--- src/rtl/ucode_sequencer.sv ---
// rtl/ucode_sequencer.sv - micro-program sequencer (uPC, branch/jump select, done pulse)
// Optional loop counter for cond_sel=3 is built only when UCSEQ_LOOP_EN is defined.
module ucode_sequencer #(
  parameter int                ADDR_W     = 8,
  parameter logic [ADDR_W-1:0] START_ADDR = '0,
  parameter int                LOOP_W     = 8
) (
  input  logic              clk,
  input  logic              rst_n,
  input  logic              start,
  input  logic              stall,
  input  logic              z,
  input  logic [1:0]        cond_sel,
  input  logic [ADDR_W-1:0] branch_addr,
  input  logic              end_flag,
  input  logic              loop_load,
  input  logic [LOOP_W-1:0] loop_val,
  output logic [ADDR_W-1:0] upc,
  output logic              busy,
  output logic              done,
  output logic              loop_zero
);

  typedef enum logic [1:0] {
    IDLE = 2'd0,
    RUN  = 2'd1,
    DONE = 2'd2
  } state_t;

  state_t            state, state_nxt;
  logic [ADDR_W-1:0] upc_nxt;
  logic              take;
  logic              jump_ok;
  logic              exec;

  // A microinstruction "executes" only on an unstalled, non-final RUN cycle.
  assign exec = (state == RUN) && !stall && !end_flag;

`ifdef UCSEQ_LOOP_EN
  logic [LOOP_W-1:0] loop_cnt;

  assign jump_ok   = (loop_cnt != '0);
  assign loop_zero = (loop_cnt == '0);

  // A load takes priority over the decrement; the branch still sees the old count.
  always_ff @(posedge clk or negedge rst_n) begin
    if (!rst_n) begin
      loop_cnt <= '0;
    end else if (loop_load) begin
      loop_cnt <= loop_val;
    end else if (exec && (cond_sel == 2'd3) && jump_ok) begin
      loop_cnt <= loop_cnt - 1'b1;
    end
  end
`else
  logic unused_loop;

  assign unused_loop = ^{loop_load, loop_val};
  assign jump_ok     = 1'b1;
  assign loop_zero   = 1'b1;
`endif

  always_comb begin
    state_nxt = state;
    upc_nxt   = upc;
    take      = 1'b0;
    case (state)
      IDLE: begin
        if (start) begin
          state_nxt = RUN;
          upc_nxt   = START_ADDR;
        end
      end
      RUN: begin
        if (!stall) begin
          if (end_flag) begin
            state_nxt = DONE;
          end else begin
            take = ((cond_sel == 2'd1) &&  z) ||
                   ((cond_sel == 2'd2) && !z) ||
                   ((cond_sel == 2'd3) && jump_ok);
            upc_nxt = take ? branch_addr : upc + 1'b1;
          end
        end
      end
      DONE: begin
        state_nxt = IDLE;
      end
      default: begin
        state_nxt = IDLE;
      end
    endcase
  end

  always_ff @(posedge clk or negedge rst_n) begin
    if (!rst_n) begin
      state <= IDLE;
      upc   <= '0;
    end else begin
      state <= state_nxt;
      upc   <= upc_nxt;
    end
  end

  assign busy = (state == RUN);
  assign done = (state == DONE);

endmodule

--- config.mk ---
export PLATFORM = sky130hd
export DESIGN_NAME = ucode_sequencer
export DESIGN_NICKNAME = d
export VERILOG_FILES = /design/src/rtl/ucode_sequencer.sv
export SDC_FILE = /design/constraint.sdc
export NUM_CORES = 1
export LEC_CHECK = 0
export BUFFER_PORTS_ARGS = -buffer_cell sky130_fd_sc_hd__buf_2
export CAP_MARGIN = 20
export CORE_MARGIN = 2
export CORE_UTILIZATION = 45
export DETAILED_ROUTE_END_ITERATION = 10
export PLACE_DENSITY = 0.8
export SLEW_MARGIN = 10
export SYNTH_ARGS = -nofsm -noshare
export SYNTH_HDL_FRONTEND = slang
export SYNTH_SLANG_ARGS = --single-unit
--- constraint.sdc ---
create_clock -name clk -period 4.6 [get_ports clk]
set_clock_uncertainty 0.1 [all_clocks]
set_input_delay 0.23 -clock clk [delete_from_list [all_inputs] [get_ports clk]]
set_output_delay 0.23 -clock clk [all_outputs]
set_load 0.1 [all_outputs]
---- Word level (Yosys, flattened, before mapping) ----
Cells that the tools add are included.
Widths: inputs -> output; s select.
storage, ports and cells
  register bits after elaboration ......... 10
  input port bits ......................... 25
  output and inout bits ................... 11
cells by class
  add/sub/neg operators ................... 1
  equality and inequality tests ........... 9
  multiplexer cells ....................... 9
  reductions and logical operators ........ 9
operators by type and width
  cell                 count
  $mux 8               4
  $pmux 8 s2           1
  $add 8x1->8 const B  1
  $ne 2x2->1 const B   4
  $eq 2x2->1 const B   3
  $mux 2               3
  $eq 2x1->1 const B   2
  $pmux 2 s2           1
  $reduce_and 4->1     1
  $reduce_and 3->1     1
  $logic_and 1x1->1    2
  $logic_not 2->1      1
  $logic_or 1x1->1     2
  $reduce_bool 2->1    1
  $logic_not 1->1      1

---- Logic depth before layout (Yosys ltp) ----
  depth after elaboration ................. 8
  gate-level depth with buffers ........... 5

---- Worst setup path after synthesis ----
Ideal clock, no wire load.
  path type ............................... register -> output
  start ................................... register state[0]
  end ..................................... output done
  arrival ................................. 1,732 ps
  data required time ...................... 4,270 ps
  setup slack ............................. 2,538 ps
  cell stages (with the launch flop) ...... 2
  path through ............................ dfrtp_1 nor2b_1
between the ends
  longest elaborated chain between the ends .. 1
RTL lines
  element                 line  text
  start, declared         30    state_t state, state_nxt;
  start signal, assigned  100   state <= state_nxt;
  $eq 2x2->1              106   assign done = (state == DONE);
  end, declared           20    output logic done,
Every way passes these cells.

---- Worst setup path after layout ----
  start ................................... register state[1]
  end ..................................... register upc[3]
between the ends
  longest elaborated chain between the ends .. 3
  elaborated cells on any way between the ends .. 8
  classes of those cells .................. eq/ne (4); mux (1); reduce/logical (3)
RTL lines
  element                                                           line  text
  $eq 2x1->1 or $logic_not 2->1 (tied branches)                     67    case (state)
  $ne 2x2->1 (no source line) or $reduce_bool 2->1 (tied branches)  --
  $reduce_and 4->1 (no source line)                                 --
  end signal, assigned                                              101   upc <= upc_nxt;
  end, declared                                                     18    output logic [ADDR_W-1:0] upc,
Several ways; a longest one is shown, not always the timed one.
A chain may end at the register's enable or synchronous reset.

==> reports/qor.yml <==
max_cap_violations: 0
io_pins: 36
leakage_nw: 0.378
clk_latency_ns: 0.26
yosysUniqueCellTypes: 30
seq_area_um2: 250
synth_area_um2: 634
cts.clk_slew.worst_paths_ns: 0.07
status: "finished, final reports clean"
path_class: "flip-flop to flip-flop"
tns_ns: 0
seq_area_frac_synth_pct: 39.4
crit_required_ns: 4.68
synth_seq_cells: 10
drt.antenna.violating_nets: 0
async_flop_share_pct: 100
drive_above_1_share_pct: 34.7
worstSetupStartpointType: "flip-flop"
fp-row-count: 13
cp_slowest_cell: "or4b_4"
synth-main-ff-cell: "dfrtp_1"
post_cts_buffers: 0
synth-edff-count: 0
place_congestion: 0.774
portBuffers: 25
min_period_ns: 1.71
drt-initial-drc-count: 12
max_stage_delay_ns: 0.66
path_cells: "or4b_4 -> nor3_1 -> o21ai_0 -> o21ai_1"
areaGrowthSynthToFinish_pct: 23.5
cts_made_buffers: 3
wl_per_cell_um: 12.6
grt_pass1_vias: 543
die_y_um: 41.5
hold_path.class: "primary input to flip-flop"
setup_violations: 0
finalCritPeriodShare_pct: 37.2
start_util_pct: 48.7
cp_data_arrival_time_ns: 1.79
diodes: 0
syn_inst: 70
wirelength_um: 1390
htreeDepth: 1
dpl.hpwl_um: 952
maxSlewViolCount: 0
grt_overflow_total: 0
final-hold-violation-count: 0
antenna_found_initial: 0
grt_util_all_layers_pct: 17.5
ctsHoldBuffers: 1
cts.sinks: 10
clock-root-buffer: "clkbuf_4"
yosys_warnings: 0
die_area_um2: 1730
setup.worst_path.end_class: "flip-flop"
coreArea_um2: 1300
die_x_um: 41.5
avgSynthCellArea_um2: 9.06
cts_resized: 0
n_fill_cell: 121
nets: 123
cts_buffer_depth: 2
vias: 607
via_per_inst: 5.52
vdd_drop_max_mv: 0.355
utilization_pct: 60.2
fmax_mhz: 584
p_per_area_nw_per_um2: 537
drc: 0
syn-num-nets: 96
rsz0062_at_grt: "no"
cts_tree: "done"
grt_pass1_wl_um: 2350
path_max_fanout: 14
drtPass1Iterations: 3
multi_input_area_um2: 349
grt_max_degree: 22
## path summary, 6_finish.rpt
check | slack [ns] | to | start | depth (start not counted)
setup reg to reg | 2.89 | upc[3] | state[1] | 4
max in group asynchronous | 3.95 | upc[7] | rst_n | 2
hold reg to reg | 0.44 | upc[7] | upc[7] | 2
min in group asynchronous | 0.25 | upc[6] | rst_n | 2
hold / removal | 0.12 | state[0] | stall | 3
setup / recovery | 2.89 | upc[3] | state[1] | 4
## through the flow
| step | instances | total power [W] | cell area (um^2) | hold slack (ns) | setup WS (ns) |
|---|---|---|---|---|---|
| global placement | 106 | 0.000357 | 751 | 0.00251 | 2.94 |
| finish | 110 | 0.000421 | 783 | 0.117 | 2.89 |
| detailed placement | 106 | 0.000360 | 751 | 0.00658 | 2.94 |
| global route | 110 | 0.000441 | 783 | 0.149 | 2.81 |
| CTS | 110 | 0.000421 | 783 | 0.119 | 2.88 |
| floorplan | 70 | 0.000322 | 634 | -0.166 | 2.54 |
## sequential cells by signal (all words and copies together), names as in the netlist
register  flops
upc           8
state         2
## cells by family (layout without fill, tap and decap cells)
kind of cell | count (synthesis) | after routing | share of synthesized area [%]
buffers and inverters | 6 | 31 | 5.52
flip-flops | 10 | 10 | 39.4
adder cells (fa/ha/maj) | 1 | 1 | 1.97
other | 1 | 1 | 0.591
multiplexers | 2 | 2 | 3.35
AO/OA/AOI/OAI | 25 | 25 | 23.1
AND/OR/NAND/NOR | 25 | 25 | 26.0
## synth_stat cells, types with 2 or more instances
cell type	number	area share, %
o21ai_1	9	7.1
nor4_1	2	2.0
nand2_1	5	3.0
and3_1	3	3.0
a21oi_1	6	4.7
nor2b_1	2	2.0
a311oi_1	3	4.1
nor3b_1	3	3.6
nor3_1	2	1.6
nor3_2	2	3.2
dfrtp_1	10	39
o21ai_0	5	3.9
## critical path, delay by kind of cell (launching register included)
kind             cells  cell delay, ns
AO/OA/AOI/OAI        2            0.24
flip-flops           1            0.40
AND/OR/NAND/NOR      2            0.89
## layer usage
metal | GRT usage [%] | up-vias | part of all wire, %
met4 | 7.74 | 0 | 0.29
met5 | 0 | - | 0
li1 | - | 314 | -
met1 | 23.5 | 275 | 45
met2 | 26.6 | 16 | 49
met3 | 4.35 | 2 | 5.4
## placed cells by master, fill, tap and decap left out
cell	netlist	layout
or4b_4	1	1
nor3_1	2	2
clkbuf_4	0	3
and2b_1	1	1
nand4_1	1	1
nand2_1	5	5
o21ai_0	5	5
conb_1	1	1
and3b_1	1	1
nor3_2	2	2
nor4b_1	1	1
clkinv_1	1	1
mux2_2	1	1
dlygate4sd3_1	0	1
ha_1	1	1
o21bai_2	1	1
a22o_1	1	1
nor2b_1	2	2
buf_2	1	25
nand3_1	1	1
nor4_1	2	2
a311oi_1	3	3
inv_1	1	1
dfrtp_1	10	10
o21ai_1	9	9
mux2i_1	1	1
and3_1	3	3
nor3b_1	3	3
a21oi_1	6	6
## power breakdown
group	switching (W)	internal, W
Sequential	0.0000242	0.000107
Combinational	0.000186	0.0000431
Clock	0.0000302	0.0000302
Total	0.000241	0.000180
## cell type report
class                           count  share of cell area (%)
Inverter                            2                   0.958
Clock buffer                        3                    2.88
Sequential cell                    10                    31.9
Multi-Input combinational cell     54                    44.6
Timing Repair Buffer               26                    17.3
Tap cell                           15                    2.40
No activity file was read; power rests on OpenSTA's default activity.
